**config.mk**
```make
export PLATFORM = sky130hd
export DESIGN_NAME = uart_fifo
export DESIGN_NICKNAME = d
export VERILOG_FILES = /design/src/rtl/uart_fifo.sv
export SDC_FILE = /design/constraint.sdc
export NUM_CORES = 1
export LEC_CHECK = 0
export CORE_ASPECT_RATIO = 1.25
export CORE_MARGIN = 8
export CORE_UTILIZATION = 45
export DETAILED_ROUTE_END_ITERATION = 10
export PLACE_DENSITY = 0.63
export SYNTH_ARGS = -nofsm -noshare
export SYNTH_HDL_FRONTEND = slang
export SYNTH_SLANG_ARGS = --single-unit
```
**constraint.sdc**
```tcl
create_clock -name wb_clk_i -period 11 [get_ports wb_clk_i]
set_input_delay 1.1 -clock wb_clk_i [delete_from_list [all_inputs] [get_ports wb_clk_i]]
set_output_delay 1.1 -clock wb_clk_i [all_outputs]
set_load 0.01 [all_outputs]
```
**src/rtl/uart_fifo.sv**
```systemverilog
// Wishbone-attached UART with TX/RX byte FIFOs, runtime divider, parity and stop-bit options.
// Access latency is one cycle (ack follows selection); TX writes to a full FIFO and RX bytes arriving at a full FIFO are dropped.

module uart_fifo_buf #(
  parameter int DEPTH = 16
) (
  input  logic                       clk_i,
  input  logic                       rst_i,
  input  logic                       push_i,
  input  logic [7:0]                 din_i,
  input  logic                       pop_i,
  output logic [7:0]                 dout_o,
  output logic                       full_o,
  output logic                       empty_o,
  output logic [$clog2(DEPTH):0]     count_o
);
  localparam int AW = $clog2(DEPTH);

  logic [7:0]    mem_q [DEPTH];
  logic [AW-1:0] wr_ptr_q, rd_ptr_q;
  logic [AW:0]   cnt_q;
  logic          do_push, do_pop;

  assign empty_o = (cnt_q == '0);
  assign full_o  = (cnt_q == (AW+1)'(DEPTH));
  assign count_o = cnt_q;
  assign dout_o  = mem_q[rd_ptr_q];
  // Pop is evaluated first so a full FIFO can still accept a push in the same cycle.
  assign do_pop  = pop_i & ~empty_o;
  assign do_push = push_i & (~full_o | do_pop);

  always_ff @(posedge clk_i) begin
    if (rst_i) begin
      wr_ptr_q <= '0;
      rd_ptr_q <= '0;
      cnt_q    <= '0;
    end else begin
      if (do_push) wr_ptr_q <= wr_ptr_q + 1'b1;
      if (do_pop)  rd_ptr_q <= rd_ptr_q + 1'b1;
      if (do_push && !do_pop)      cnt_q <= cnt_q + 1'b1;
      else if (do_pop && !do_push) cnt_q <= cnt_q - 1'b1;
    end
  end

  always_ff @(posedge clk_i) begin
    if (do_push) mem_q[wr_ptr_q] <= din_i;
  end
endmodule

module uart_fifo #(
  parameter logic [23:0] BASE_ADR    = 24'h300000,
  parameter int          FIFO_DEPTH  = 16,
  parameter logic [15:0] DEFAULT_DIV = 16'd434
) (
  input  logic        wb_clk_i,
  input  logic        wb_rst_i,
  input  logic        wbs_stb_i,
  input  logic        wbs_cyc_i,
  input  logic        wbs_we_i,
  input  logic [3:0]  wbs_sel_i,
  input  logic [31:0] wbs_dat_i,
  input  logic [31:0] wbs_adr_i,
  output logic        wbs_ack_o,
  output logic [31:0] wbs_dat_o,
  output logic        tx,
  input  logic        rx,
  output logic        irq
);
  localparam int CW = $clog2(FIFO_DEPTH) + 1;

  typedef enum logic [2:0] {S_IDLE, S_START, S_DATA, S_PARITY, S_STOP} state_e;

  logic        ack_q, irq_q;
  logic [31:0] dat_q, rd_data;
  logic [15:0] clk_div_q, eff_div;
  logic [4:0]  ctrl_q;
  logic        ovr_q, perr_q, ferr_q;
  logic        sel, acc, wr, rd;
  logic [2:0]  reg_off;

  logic          tx_push, tx_pop, tx_full, tx_empty, tx_busy;
  logic [7:0]    tx_dout;
  logic [CW-1:0] tx_cnt_unused;
  logic          rx_pop, rx_full, rx_empty;
  logic [7:0]    rx_dout;
  logic [CW-1:0] rx_count;
  logic [8:0]    rx_cnt9;

  state_e      tx_st_q;
  logic [15:0] tx_per_q, tx_cnt_q;
  logic [7:0]  tx_sh_q;
  logic [2:0]  tx_bit_q;
  logic        tx_q, tx_par_q, tx_par_en_q, tx_two_q, tx_stop2_q, tx_end, tx_go;

  state_e      rx_st_q;
  logic [15:0] rx_per_q, rx_cnt_q, rx_tgt;
  logic [7:0]  rx_sh_q;
  logic [2:0]  rx_bit_q;
  logic        rx_s1_q, rx_s2_q, rx_prev_q, rx_par_en_q, rx_odd_q, rx_parbit_q;
  logic        rx_push_q, rx_perr_q, rx_ferr_q, rx_end;

  assign sel     = wbs_cyc_i & wbs_stb_i & (wbs_adr_i[31:8] == BASE_ADR);
  assign acc     = sel & ~ack_q;
  assign wr      = acc & wbs_we_i;
  assign rd      = acc & ~wbs_we_i;
  assign reg_off = wbs_adr_i[4:2];
  assign eff_div = (clk_div_q < 16'd4) ? 16'd4 : clk_div_q;
  assign tx_push = wr & (reg_off == 3'd2);
  assign rx_pop  = rd & (reg_off == 3'd3);
  assign rx_cnt9 = 9'(rx_count);
  assign tx_busy = (tx_st_q != S_IDLE);

  assign wbs_ack_o = ack_q;
  assign wbs_dat_o = dat_q;
  assign tx        = tx_q;
  assign irq       = irq_q;

  logic unused_bits;
  assign unused_bits = ^{wbs_sel_i, wbs_adr_i[7:5], wbs_adr_i[1:0], wbs_dat_i[31:16],
                         rx_cnt9[8], tx_cnt_unused};

  always_comb begin
    rd_data = '0;
    case (reg_off)
      3'd0: rd_data = {16'h0, clk_div_q};
      3'd1: rd_data = {27'h0, ctrl_q};
      3'd3: rd_data = rx_empty ? 32'h0 : {23'h0, 1'b1, rx_dout};
      3'd4: rd_data = {16'h0, rx_cnt9[7:0], ferr_q, perr_q, ovr_q, tx_busy,
                       rx_empty, rx_full, tx_empty, tx_full};
      default: rd_data = '0;
    endcase
  end

  always_ff @(posedge wb_clk_i) begin
    if (wb_rst_i) begin
      ack_q     <= 1'b0;
      dat_q     <= '0;
      clk_div_q <= DEFAULT_DIV;
      ctrl_q    <= '0;
      ovr_q     <= 1'b0;
      perr_q    <= 1'b0;
      ferr_q    <= 1'b0;
      irq_q     <= 1'b0;
    end else begin
      ack_q <= acc;
      dat_q <= rd ? rd_data : 32'h0;
      if (wr && reg_off == 3'd0) clk_div_q <= wbs_dat_i[15:0];
      if (wr && reg_off == 3'd1) ctrl_q <= wbs_dat_i[4:0];
      if (wr && reg_off == 3'd4) begin
        ovr_q  <= ovr_q & ~wbs_dat_i[5];
        perr_q <= perr_q & ~wbs_dat_i[6];
        ferr_q <= ferr_q & ~wbs_dat_i[7];
      end
      // A fresh error event wins over a same-cycle clear.
      if (rx_push_q && rx_full && !rx_pop) ovr_q <= 1'b1;
      if (rx_perr_q) perr_q <= 1'b1;
      if (rx_ferr_q) ferr_q <= 1'b1;
      irq_q <= (ctrl_q[3] & ~rx_empty) | (ctrl_q[4] & tx_empty & ~tx_busy);
    end
  end

  uart_fifo_buf #(.DEPTH(FIFO_DEPTH)) u_tx_fifo (
    .clk_i(wb_clk_i), .rst_i(wb_rst_i), .push_i(tx_push), .din_i(wbs_dat_i[7:0]),
    .pop_i(tx_pop), .dout_o(tx_dout), .full_o(tx_full), .empty_o(tx_empty),
    .count_o(tx_cnt_unused)
  );

  uart_fifo_buf #(.DEPTH(FIFO_DEPTH)) u_rx_fifo (
    .clk_i(wb_clk_i), .rst_i(wb_rst_i), .push_i(rx_push_q), .din_i(rx_sh_q),
    .pop_i(rx_pop), .dout_o(rx_dout), .full_o(rx_full), .empty_o(rx_empty),
    .count_o(rx_count)
  );

  assign tx_end = (tx_cnt_q == tx_per_q - 16'd1);
  assign tx_go  = ~tx_empty & ((tx_st_q == S_IDLE) |
                  ((tx_st_q == S_STOP) & tx_end & (~tx_two_q | tx_stop2_q)));
  assign tx_pop = tx_go;

  always_ff @(posedge wb_clk_i) begin
    if (wb_rst_i) begin
      tx_st_q     <= S_IDLE;
      tx_q        <= 1'b1;
      tx_cnt_q    <= '0;
      tx_per_q    <= '0;
      tx_sh_q     <= '0;
      tx_bit_q    <= '0;
      tx_par_q    <= 1'b0;
      tx_par_en_q <= 1'b0;
      tx_two_q    <= 1'b0;
      tx_stop2_q  <= 1'b0;
    end else begin
      tx_cnt_q <= tx_end ? 16'd0 : tx_cnt_q + 16'd1;
      if (tx_go) begin
        // Frame settings are latched here so register writes only affect the next frame.
        tx_st_q     <= S_START;
        tx_q        <= 1'b0;
        tx_cnt_q    <= '0;
        tx_per_q    <= eff_div;
        tx_sh_q     <= tx_dout;
        tx_bit_q    <= '0;
        tx_par_q    <= ^tx_dout ^ ctrl_q[1];
        tx_par_en_q <= ctrl_q[0];
        tx_two_q    <= ctrl_q[2];
        tx_stop2_q  <= 1'b0;
      end else begin
        case (tx_st_q)
          S_IDLE: tx_cnt_q <= '0;
          S_START: if (tx_end) begin
            tx_st_q <= S_DATA;
            tx_q    <= tx_sh_q[0];
          end
          S_DATA: if (tx_end) begin
            if (tx_bit_q == 3'd7) begin
              tx_st_q <= tx_par_en_q ? S_PARITY : S_STOP;
              tx_q    <= tx_par_en_q ? tx_par_q : 1'b1;
            end else begin
              tx_bit_q <= tx_bit_q + 3'd1;
              tx_sh_q  <= tx_sh_q >> 1;
              tx_q     <= tx_sh_q[1];
            end
          end
          S_PARITY: if (tx_end) begin
            tx_st_q <= S_STOP;
            tx_q    <= 1'b1;
          end
          S_STOP: if (tx_end) begin
            if (tx_two_q && !tx_stop2_q) tx_stop2_q <= 1'b1;
            else                         tx_st_q    <= S_IDLE;
          end
          default: tx_st_q <= S_IDLE;
        endcase
      end
    end
  end

  assign rx_tgt = (rx_st_q == S_START) ? ({1'b0, rx_per_q[15:1]} - 16'd1) : (rx_per_q - 16'd1);
  assign rx_end = (rx_cnt_q == rx_tgt);

  always_ff @(posedge wb_clk_i) begin
    if (wb_rst_i) begin
      rx_s1_q     <= 1'b1;
      rx_s2_q     <= 1'b1;
      rx_prev_q   <= 1'b1;
      rx_st_q     <= S_IDLE;
      rx_per_q    <= '0;
      rx_cnt_q    <= '0;
      rx_sh_q     <= '0;
      rx_bit_q    <= '0;
      rx_par_en_q <= 1'b0;
      rx_odd_q    <= 1'b0;
      rx_parbit_q <= 1'b0;
      rx_push_q   <= 1'b0;
      rx_perr_q   <= 1'b0;
      rx_ferr_q   <= 1'b0;
    end else begin
      rx_s1_q   <= rx;
      rx_s2_q   <= rx_s1_q;
      rx_prev_q <= rx_s2_q;
      rx_push_q <= 1'b0;
      rx_perr_q <= 1'b0;
      rx_ferr_q <= 1'b0;
      rx_cnt_q  <= rx_end ? 16'd0 : rx_cnt_q + 16'd1;
      case (rx_st_q)
        S_IDLE: begin
          rx_cnt_q <= '0;
          if (rx_prev_q && !rx_s2_q) begin
            rx_st_q     <= S_START;
            rx_per_q    <= eff_div;
            rx_par_en_q <= ctrl_q[0];
            rx_odd_q    <= ctrl_q[1];
          end
        end
        S_START: if (rx_end) begin
          rx_st_q  <= rx_s2_q ? S_IDLE : S_DATA;
          rx_bit_q <= '0;
        end
        S_DATA: if (rx_end) begin
          rx_sh_q  <= {rx_s2_q, rx_sh_q[7:1]};
          rx_bit_q <= rx_bit_q + 3'd1;
          if (rx_bit_q == 3'd7) rx_st_q <= rx_par_en_q ? S_PARITY : S_STOP;
        end
        S_PARITY: if (rx_end) begin
          rx_parbit_q <= rx_s2_q;
          rx_st_q     <= S_STOP;
        end
        S_STOP: if (rx_end) begin
          rx_st_q <= S_IDLE;
          if (!rx_s2_q)                                                  rx_ferr_q <= 1'b1;
          else if (rx_par_en_q && (rx_parbit_q != (^rx_sh_q ^ rx_odd_q))) rx_perr_q <= 1'b1;
          else                                                           rx_push_q <= 1'b1;
        end
        default: rx_st_q <= S_IDLE;
      endcase
    end
  end
endmodule
```
== After elaboration in Yosys (flattened, before gate mapping) ==
Memory sizes are Yosys's and may differ from the RTL's. A register that Yosys moved wholly into a read port is not among the register bits.
Index checks and enable logic that the tools add are counted.
W data, S select, Z words.

* $add $sub $neg: 15
* Order comparisons: 1
* Eq/ne operators: 40
* Mux-type cells: 56
* Bitwise operators: 44
* Reductions and logical operators: 53

{| class="wikitable"
|+ Operators with widths
! operator !! number
|-
| $pmux W16 S4 || 1
|-
| $mux W3 || 15
|-
| $add A16 B1 Y16 const B || 2
|-
| $eq A16 B16 Y1 || 2
|-
| $mux W16 || 2
|-
| $mux W8 || 4
|-
| $sub A16 B1 Y16 const B || 2
|-
| $pmux W3 S5 || 2
|-
| $eq A24 B22 Y1 const B || 1
|-
| $ne A2 B2 Y1 const B || 12
|-
| $and A1 B1 Y1 || 20
|-
| $mux W1 || 20
|-
| $mux W5 || 4
|-
| $eq A3 B2 Y1 const B || 6
|-
| $ne A3 B2 Y1 const B || 6
|-
| $not A1 Y1 || 17
|-
| $add A4 B1 Y4 const B || 4
|-
| $lt A16 B3 Y1 const B || 1
|-
| $mux W4 || 4
|-
| $reduce_bool A2 Y1 || 8
|-
| $reduce_xor A8 Y1 || 2
|-
| $sub A15 B1 Y16 const B || 1
|-
| $eq A3 B3 Y1 const B || 5
|-
| $reduce_and A7 Y1 || 2
|-
| 26 further kinds || 66
|}

* Flip-flop bits (word level): 190
* Bits in writable memories: 256
* Bits of input ports: 74
* Output and inout port bits: 35
* Logic and storage cells: 250
* Memories: 2

{| class="wikitable"
|+ Memories
! memory !! words !! bits a word !! rd ports !! clocked after memory_dff !! write ports !! RTL line !! source
|-
| u_rx_fifo.mem_q || 16 || 8 || 1 || 1 || 1 || 19 || <nowiki>logic [7:0] mem_q [DEPTH];</nowiki>
|-
| u_tx_fifo.mem_q || 16 || 8 || 1 || 1 || 1 || 19 ||
|}

== Longest topological paths before layout ==
Gate-level depths: netlist of run 1.

* Depth in word-level cells: 13
* Depth in mapped cells: 21
* Depth with buffers taken out: 18

== Hierarchy ==
From an unflattened synthesis of run 1, not the netlist that was laid out.

* Cell total of the unflattened synthesis: 1,658
* Area, all modules: 19,886.6 um2

{| class="wikitable"
|+ Modules (own cells, without submodules)
! module !! times used !! cells an instance !! area an instance (um2)
|-
| uart_fifo || 1 || 1,027 || 8,313.0
|-
| uart_fifo_buf (u_rx_fifo) || 1 || 320 || 5,801.8
|-
| uart_fifo_buf (u_tx_fifo) || 1 || 311 || 5,771.8
|}

== Worst setup path before layout of run 1 ==
No wires, ideal clock.

* Path kind: reg-to-reg
* Start point: register tx_per_q[0]
* End point: register u_tx_fifo.cnt_q[4], in the netlist u_tx_fifo.count_o[4]
* Arrival time: 4,078 ps
* Slack: 6,852 ps
* Cell stages (with the launch flop): 20
* Path through: dfxtp_1 inv_1 ha_1 nor3b_1 buf_2 or4b_1 nand3_1 nand4_1 nor4_2 o21a_1 buf_2 buf_2 ha_1 inv_1 fa_1 a21o_1 a21oi_1 xnor2_1 or3_1 a21oi_1

* Cells in the longest elaborated chain, start to end: 12

{| class="wikitable"
|+ RTL lines
! element !! RTL line !! source
|-
| from (decl) || 90 || <nowiki>logic [15:0] tx_per_q, tx_cnt_q;</nowiki>
|-
| from (signal assigned) || 198 || <nowiki>tx_per_q <= eff_div;</nowiki>
|-
| $sub A16 B1 Y16 (*) || 174 || <nowiki>assign tx_end = (tx_cnt_q == tx_per_q - 16'd1);</nowiki>
|-
| $eq A16 B16 Y1 (*) || 174 ||
|-
| $and A1 B1 Y1 (*) (2 in a row) || 176 || <nowiki>((tx_st_q == S_STOP) & tx_end & (~tx_two_q | tx_stop2_q)));</nowiki>
|-
| $or A1 B1 Y1 (*) || 175 || <nowiki>assign tx_go = ~tx_empty & ((tx_st_q == S_IDLE) |</nowiki>
|-
| $and A1 B1 Y1 (*) || 175 ||
|-
| $and A1 B1 Y1 (*) || 29 || <nowiki>assign do_pop = pop_i & ~empty_o;</nowiki>
|-
| $or A1 B1 Y1 (*) || 30 || <nowiki>assign do_push = push_i & (~full_o | do_pop);</nowiki>
|-
| $and A1 B1 Y1 (*) || 30 ||
|-
| named net u_tx_fifo.do_push || 22 || <nowiki>logic do_push, do_pop;</nowiki>
|-
| $logic_not A1 Y1 || 41 || <nowiki>else if (do_pop && !do_push) cnt_q <= cnt_q - 1'b1;</nowiki>
|-
| $logic_and A1 B1 Y1 || 41 ||
|-
| $reduce_bool A2 Y1 (no line) || -- ||
|-
| to (signal assigned) || 40 || <nowiki>if (do_push && !do_pop) cnt_q <= cnt_q + 1'b1;</nowiki>
|-
| to (signal assigned) || 41 ||
|-
| to (decl) || 21 || <nowiki>logic [AW:0] cnt_q;</nowiki>
|}

The timed path passes the listed nets; every way through them passes the cells marked *.
A chain may end at the register's enable or synchronous reset.

== Worst setup path in the final report of run 1 ==
* Start point: register tx_per_q[4]
* End point: register u_tx_fifo.cnt_q[4], in the netlist u_tx_fifo.count_o[4]

* Cells in the longest elaborated chain, start to end: 12

{| class="wikitable"
|+ RTL lines
! element !! RTL line
|-
| $sub A16 B1 Y16 (*) || 174
|-
| $eq A16 B16 Y1 (*) || 174
|-
| $and A1 B1 Y1 (*) (2 in a row) || 176
|-
| $or A1 B1 Y1 (*) || 175
|-
| $and A1 B1 Y1 (*) || 175
|-
| $and A1 B1 Y1 (*) || 29
|-
| $or A1 B1 Y1 || 30
|-
| $and A1 B1 Y1 || 30
|-
| $logic_not A1 Y1 || 41
|-
| $logic_and A1 B1 Y1 || 41
|-
| $reduce_bool A2 Y1 (no line) || --
|}

Every way passes the cells marked *; elsewhere a longest branch is shown, timed or not.

==> run summary, run 1 <==
Max incr delay on CP -> 0.82 ns
TritonCTS clock tree -> done
Synth top area cells -> edfxtp_1, dfxtp_1, mux4_2
EDFF count, synth -> 256
Crit path max-delay family -> simple AND/OR/NAND/NOR gates
Ys async rst share -> 0
Die Span Y -> 247 um
Hold depth -> 1
Crit path required time -> 11.49 ns
Sequential share of the synthesized area -> 0.589
Total number of vias -> 11852
Crit path cell chain -> nor3_1 > and3_2 > nand3_1 > nor4b_1 > o22ai_1 > nor4_2 > o21a_1 > ha_1 > inv_1 > fa_1 > a21o_1 > a21oi_1 > xnor2_1 > or3_1 > a21oi_1
Area of the core -> 42100 um^2
DRT iter0 DRCs -> 729
Largest net degree at the start of global routing -> 68
RSZ-0062 raised after global routing -> no
Chip width -> 201 um
GPL Wtd Cong -> 0.798
I/O pin total -> 109
Vias/cell -> 5.49
Initial antenna violation count -> 4
Buf/Inv on CP -> 1
Post-CTS sizing -> 0
Worst path slowest cell -> nor3_1
Hold slack -> 0.416 ns
Total detailed-routing wirelength -> 42.3 mm
Final setup viols -> 0
Routed length per instance -> 19.6 um
Clk pin slew, worst setup/hold paths -> 0.06 ns
Crit path launch type -> register
Count leader, synth -> edfxtp_1
Hold_buf cts -> 0
Synth cell count leaders -> edfxtp_1, dfxtp_1, nor2_1
Global-route met1 utilization -> 0.197
GRT Util Overall -> 0.168
Main synth FF type -> edfxtp_1
Slew Limit Headroom -> 0.202
Maxcap violations -> 0
Clock Latency Late Sink -> 0.56 ns
Synth warnings -> 0
Final min period -> 5.22 ns
CTS Buffer Depth -> 3
# fillers -> 3578
NumNets Final -> 1664
# rows -> 84
Distinct cell type count of the synthesized netlist -> 79
Cell depth of the worst setup path -> 15
Met2 Track Usage GR -> 0.306
First-pass iteration count of the detailed router -> 5
# clock sinks -> 438
First-pass GRT wire length -> 66.5 mm
Worst slew pin tran -> 1.19 ns
Setup repair bufs after CTS -> 0
Die ar. -> 49600 um^2
ANT nets after route -> 0
CP Class -> register to register
Initial Util -> 0.456
GRT Max-Usage Layer -> met2
Final hold violation count -> 0
Post-synth top area share -> 0.400
Setup TNS -> 0 ns
Final clock period utilization by the worst path -> 0.475
Placed wire-length estimate -> 28.1 mm
Fmax -> 191 MHz
Cell taking the most area after synthesis -> edfxtp_1
Remaining DRCs -> 0
Most frequent cell on the critical path -> a21oi_1
PortBufs -> 67
Num CTS Buffers -> 44
Final setup skew -> 0.0124 ns
Final Slew Violations -> 0
Total gr overflow -> 0
Static Leak -> 7.47 nW
Syn_area_per_cell -> 12.7 um^2
Post-Syn Area -> 19200 um^2
Number of global-route vias before repair -> 12029
Crit end category -> register
CP max FO -> 16
Power Dens Cells -> 185 nW/um^2
HP Class -> register to register
Status -> finished clean
Synth Register Bits -> 438
Reg2Reg Depth -> 15
Area Overhead vs Synth -> 13.2%
R2r setup slk -> 5.78 ns
M3 GR Usage -> 0.0296
H-tree depth -> 2
WP data arrival -> 5.71 ns
Peak supply drop -> 0.000141 V
Layout cells sized above 1 -> 0.112
Post-Synthesis Cells -> 1510
Root Buffer -> clkbuf_16
state kept, by name, summed over array words and instances, names as in the netlist, 16 cells and up, named ones only:
name and flops:
rx_cnt_q 16, u_rx_fifo.mem_q 128, tx_per_q 16, rx_per_q 16, wbs_dat_o 16, clk_div_q 16, tx_cnt_q 16, u_tx_fifo.mem_q 128
worst paths after layout:
path / start / endpoint
setup / recovery: tx_per_q[4] / u_tx_fifo.count_o[4]
hold / removal: rx_s1_q / rx_s2_q
setup reg to reg: tx_per_q[4] / u_tx_fifo.count_o[4]
hold reg to reg: rx_s1_q / rx_s2_q
area by class of cell:
type | count | area, um^2 | area share
clock buffers | 67 | 1240 | 0.0569
multi-input cells | 964 | 7410 | 0.340
inverters | 24 | 90.1 | 0.00414
clock inverters | 15 | 153 | 0.00701
well taps | 559 | 699 | 0.0321
repair buffers | 90 | 841 | 0.0386
diodes | 2 | 5.00 | 0.000230
flip-flops and latches | 438 | 11300 | 0.521
cells in the final DEF, fill, tap and decap left out, types with 19 or more instances in the layout:
cell,synthesis,layout
dfxtp_1,182,179
buf_4,20,24
nand2_1,83,83
clkbuf_16,0,45
nor2_1,172,172
nand2b_1,33,33
and3_1,23,23
nand3_1,33,33
clkbuf_1,55,19
mux2i_1,84,84
xor2_1,52,52
a21oi_1,48,48
inv_1,24,24
xnor2_1,55,55
ha_1,26,26
edfxtp_1,256,256
mux4_2,66,66
clkdlybuf4s50_1,0,66
nor3_1,35,33
where the power goes:
group / switching [mW] / internal (mW)
clock network: 0.619 / 0.831
registers: 0.0700 / 1.77
logic: 0.379 / 0.348
total: 1.07 / 2.95
per-stage QoR:
| stage | worst slack [ns] | std cells | power (mW) | util | instance area (um^2) |
|---|---|---|---|---|---|
| finish | 5.78 | 2159 | 4.02 | 0.516 | 21800 |
| global route | 5.32 | 2158 | 4.21 | 0.516 | 21800 |
| CTS | 5.74 | 2157 | 4.07 | 0.516 | 21800 |
| detailed placement | 5.76 | 2075 | 2.61 | 0.483 | 20400 |
| global placement | 5.79 | 2075 | 2.59 | 0.483 | 20400 |
| floorplan | 6.85 | 1525 | 2.44 | - | 19300 |
routing by layer:
layer / share of wire / up-vias
met2: 0.52 / 231
met4: 0.033 / 4
li1: - / 5651
met5: 0.00064 / -
met3: 0.041 / 92
met1: 0.41 / 5874
worst register-to-register path, stage by stage, from the launching register on:
cell	delay, ns
dfxtp_1	0.36
nor3_1	0.82
and3_2	0.40
nand3_1	0.08
nor4b_1	0.41
o22ai_1	0.18
nor4_2	0.69
o21a_1	0.54
ha_1	0.28
inv_1	0.11
fa_1	0.41
a21o_1	0.18
a21oi_1	0.16
xnor2_1	0.09
or3_1	0.31
a21oi_1	0.14
cell families (layout without fill, tap and decap cells):
family	after synthesis	after routing	share of synthesized area
simple gates	494	494	0.130
flops	438	438	0.589
compound gates	166	166	0.0601
mux	153	153	0.123
buf+inv	123	196	0.0300
xor+xnor	107	107	0.0487
fa+ha+maj	28	28	0.0190
other cells	1	18	0.000195
Power figures use the tool's default switching activity.
==> inputs of run 2 (changes only) <==
==> constraint.sdc (replaced) <==
create_clock -name wb_clk_i -period 5.1 [get_ports wb_clk_i]
set_input_delay 0.51 -clock wb_clk_i [delete_from_list [all_inputs] [get_ports wb_clk_i]]
set_output_delay 0.51 -clock wb_clk_i [all_outputs]
set_load 0.01 [all_outputs]
==> run summary, run 2 (same netlist as run 1, synthesis figures left out) <==
# fillers -> 3635
Die Span Y -> 247 um
H-tree depth -> 2
GPL Wtd Cong -> 0.812
Clk pin slew, worst setup/hold paths -> 0.06 ns
Placed Area -> 20400 um^2
Total number of vias -> 11827
DRT iter0 DRCs -> 655
Final min period -> 4.61 ns
Slew Limit Headroom -> 0.171
Power Dens Cells -> 398 nW/um^2
Peak supply drop -> 0.000309 V
NumNets Final -> 1672
Clock Latency Late Sink -> 0.56 ns
Setup TNS -> 0 ns
Chip width -> 201 um
GRT Util Overall -> 0.169
Setup repair bufs after CTS -> 0
Number of global-route vias before repair -> 12024
Worst slew pin tran -> 1.24 ns
Maxcap violations -> 0
I/O pin total -> 109
# rows -> 84
Area Overhead vs Synth -> 13.6%
Initial Util -> 0.456
HP Class -> register to register
Root Buffer -> clkbuf_16
Total gr overflow -> 0
Biggest regs -> u_rx_fifo.mem_q: 128 flops, u_tx_fifo.mem_q: 128 flops
Final setup skew -> 0.0147 ns
Final Slew Violations -> 0
Remaining DRCs -> 0
Crit path required time -> 5.58 ns
Post-CTS sizing -> 0
Static Leak -> 7.44 nW
First-pass iteration count of the detailed router -> 5
Hold_buf cts -> 0
Crit path launch type -> register
TritonCTS clock tree -> done
Final Cell Area -> 21800 um^2
CP max FO -> 17
Most common cell after layout, fill and taps aside -> edfxtp_1
Layout cells sized above 1 -> 0.119
Final hold violation count -> 0
Crit end category -> register
Die ar. -> 49600 um^2
Fmax -> 217 MHz
WP data arrival -> 5.09 ns
Total detailed-routing wirelength -> 42.4 mm
Num CTS Buffers -> 44
Final setup viols -> 0
Largest net degree at the start of global routing -> 72
Area of the core -> 42100 um^2
Placed wire-length estimate -> 28.4 mm
Commonest cells after routing, fill and taps aside -> edfxtp_1, dfxtp_1, nor2_1
CP Class -> register to register
RSZ-0062 raised after global routing -> no
CTS Buffer Depth -> 3
Status -> finished clean
ANT nets after route -> 0
Final clock period utilization by the worst path -> 0.904
# clock sinks -> 438
Initial antenna violation count -> 4
Routed length per instance -> 19.6 um
Vias/cell -> 5.46
First-pass GRT wire length -> 66.5 mm
PortBufs -> 67
run 2: routing by layer:
layer	vias to the layer above	part of all wire	GRT usage
met1	5858	0.42	0.200
met4	4	0.026	0.0542
met3	76	0.044	0.0302
li1	5653	-	-
met2	236	0.51	0.306
met5	-	0.00054	0
run 2: layout make-up:
cell class / count / area, um^2 / area share
clock buffers: 58 / 1170 / 0.0538
diodes: 2 / 5.00 / 0.000229
well taps: 559 / 699 / 0.0320
repair buffers: 98 / 901 / 0.0413
inverters: 24 / 90.1 / 0.00413
flip-flops and latches: 438 / 11300 / 0.519
multi-input cells: 964 / 7400 / 0.339
clock inverters: 23 / 231 / 0.0106
run 2: power breakdown:
group	internal [mW]	switching, mW	total (mW)	leakage, nW
registers	3.82	0.185	4.01	3.93
logic	0.752	0.790	1.54	2.84
clock network	1.79	1.35	3.14	0.668
run 2: worst paths after layout:
path | start | end | slack, ns | depth (start not counted)
worst min register to register | rx_s1_q | rx_s2_q | 0.41 | 1
worst min-delay path | rx_s1_q | rx_s2_q | 0.41 | 1
worst max-delay path | rx_st_q[0] | rx_sh_q[2] | 0.49 | 12
worst max register to register | rx_st_q[0] | rx_sh_q[2] | 0.49 | 12
run 2: per-stage QoR:
| step | hold WS, ns | power, mW | std cells | setup WS (ns) | utilization |
|---|---|---|---|---|---|
| finish | 0.408 | 8.69 | 2166 | 0.488 | 0.518 |
| global route | 0.425 | 9.09 | 2165 | 0.116 | 0.518 |
| CTS | 0.409 | 8.79 | 2164 | 0.151 | 0.518 |
| detailed placement | 0.395 | 5.64 | 2083 | 0.162 | 0.485 |
| global placement | 0.401 | 5.61 | 2083 | 0.243 | 0.485 |
| floorplan | 0.389 | 5.26 | 1525 | 0.952 | - |
run 2: critical path, stage by stage (launching register included):
cell     delay, ns
dfxtp_1       0.61
nor3b_2       0.35
mux2i_1       0.33
ha_1          0.25
or4b_1        0.50
or3_1         0.41
or2_1         0.27
xnor2_1       0.14
o32ai_1       0.30
xnor2_1       0.17
and3_1        0.43
and3b_1       0.54
mux2i_1       0.24
==> inputs of run 3 (changes only) <==
--- a/config.mk
+++ b/config.mk
@@ -5,7 +5,6 @@
 export SDC_FILE = /design/constraint.sdc
 export NUM_CORES = 1
 export LEC_CHECK = 0
-export CORE_ASPECT_RATIO = 1.25
 export CORE_MARGIN = 8
 export CORE_UTILIZATION = 45
 export DETAILED_ROUTE_END_ITERATION = 10
==> run summary, run 3 (same netlist as run 1, synthesis figures left out) <==
Remaining DRCs -> 0
CP Class -> register to register
Chip width -> 223 um
Final setup viols -> 0
Placed wire-length estimate -> 28.0 mm
Peak supply drop -> 0.000268 V
Final Slew Violations -> 0
Setup repair bufs after CTS -> 0
GPL Wtd Cong -> 0.823
Hold_buf cts -> 0
TritonCTS clock tree -> done
Final min period -> 4.62 ns
Post-CTS sizing -> 0
Number of global-route vias before repair -> 12095
Routed length per instance -> 19.4 um
Maxcap violations -> 0
Area of the core -> 42000 um^2
Biggest regs -> u_rx_fifo.mem_q: 128 flops, u_tx_fifo.mem_q: 128 flops
Final Cell Area -> 21900 um^2
Initial Util -> 0.457
Buf/Inv on CP -> 3
Final clock period utilization by the worst path -> 0.906
# fillers -> 3568
Total detailed-routing wirelength -> 41.7 mm
Area Overhead vs Synth -> 14.0%
Total number of vias -> 11926
Crit path cell chain -> inv_1 > ha_1 > nor3b_1 > and3_2 > nand3_1 > nor4b_1 > o22ai_1 > nor4_2 > buf_4 > o21ai_4 > ha_1 > inv_1 > ha_1 > a21o_1 > a21oi_1 > xnor2_1 > or3_1 > a21oi_1
Total gr overflow -> 0
Num CTS Buffers -> 46
DRT iter0 DRCs -> 857
Die Span Y -> 223 um
Slew Limit Headroom -> 0.208
RSZ-0062 raised after global routing -> no
Crit path max-delay family -> simple AND/OR/NAND/NOR gates
Clk pin slew, worst setup/hold paths -> 0.07 ns
# clock sinks -> 438
Initial antenna violation count -> 3
NumNets Final -> 1676
Final Util -> 0.521
Power Dens Cells -> 406 nW/um^2
Crit path required time -> 5.60 ns
Most common cell after layout, fill and taps aside -> edfxtp_1
WP data arrival -> 5.12 ns
H-tree depth -> 2
PortBufs -> 67
Status -> finished clean
Crit path launch type -> register
Most frequent cell on the critical path -> ha_1
Fmax -> 216 MHz
Non-Filler Instances -> 2150
Vias/cell -> 5.55
Crit end category -> register
Largest net degree at the start of global routing -> 72
Worst slew pin tran -> 1.18 ns
Worst path slowest cell -> nor3b_1
Final setup skew -> 0.0269 ns
HP Class -> register to register
Layout cells sized above 1 -> 0.124
Clock Latency Late Sink -> 0.58 ns
Static Leak -> 7.51 nW
Cells after DPL -> 2065
CP max FO -> 6
First-pass GRT wire length -> 66.5 mm
Max incr delay on CP -> 0.64 ns
Root Buffer -> clkbuf_16
CTS Buffer Depth -> 3
I/O pin total -> 109
ANT nets after route -> 0
Die ar. -> 49600 um^2
# rows -> 75
Final hold violation count -> 0
First-pass iteration count of the detailed router -> 5
Setup TNS -> 0 ns
Placed Area -> 20400 um^2
GRT Util Overall -> 0.166
Commonest cells after routing, fill and taps aside -> edfxtp_1, dfxtp_1, nor2_1
run 3: worst register-to-register path, cell delays in order (launching register included):
cell and delay (ns):
dfxtp_1 0.38, inv_1 0.08, ha_1 0.21, nor3b_1 0.64, and3_2 0.33, nand3_1 0.08
nor4b_1 0.35, o22ai_1 0.18, nor4_2 0.45, buf_4 0.22, o21ai_4 0.06, ha_1 0.23
inv_1 0.14, ha_1 0.29, a21o_1 0.19, a21oi_1 0.18, xnor2_1 0.09, or3_1 0.30
a21oi_1 0.14
run 3: path summary, 6_finish.rpt:
check	slack, ns	endpoint	depth (start not counted)	start
max	0.48	u_tx_fifo.count_o[4]	18	tx_per_q[0]
max reg2reg	0.48	u_tx_fifo.count_o[4]	18	tx_per_q[0]
min reg2reg	0.41	rx_s2_q	1	rx_s1_q
min	0.41	rx_s2_q	1	rx_s1_q
run 3: stage by stage:
stage	worst slack [ns]	power [mW]	hold WS, ns
final	0.479	8.90	0.410
after global routing	0.105	9.30	0.435
after CTS	0.453	9.01	0.410
after detailed placement	0.500	5.65	0.401
after global placement	0.600	5.61	0.396
after floorplan	0.952	5.26	0.389
run 3: power by group:
group,switching [mW],internal (mW),leakage (nW)
clock,1.38,1.96,0.739
combinational,0.854,0.761,2.84
sequential,0.123,3.82,3.93
total,2.36,6.55,7.51
run 3: layout make-up:
type | count | area (um^2) | share of cell area
repair buffers | 100 | 916 | 0.0418
flip-flops and latches | 438 | 11300 | 0.517
inverters | 24 | 90.1 | 0.00411
clock buffers | 56 | 1220 | 0.0556
multi-input cells | 964 | 7400 | 0.337
well taps | 539 | 674 | 0.0308
clock inverters | 28 | 292 | 0.0133
diodes | 1 | 2.50 | 0.000114
run 3: layer usage:
layer / wire (um) / vias to the layer above / track usage
met5: 26 / - / 0
met4: 1100 / 4 / 0.0525
met3: 1900 / 73 / 0.0310
met2: 20100 / 253 / 0.280
met1: 18500 / 5911 / 0.215
li1: - / 5685 / -
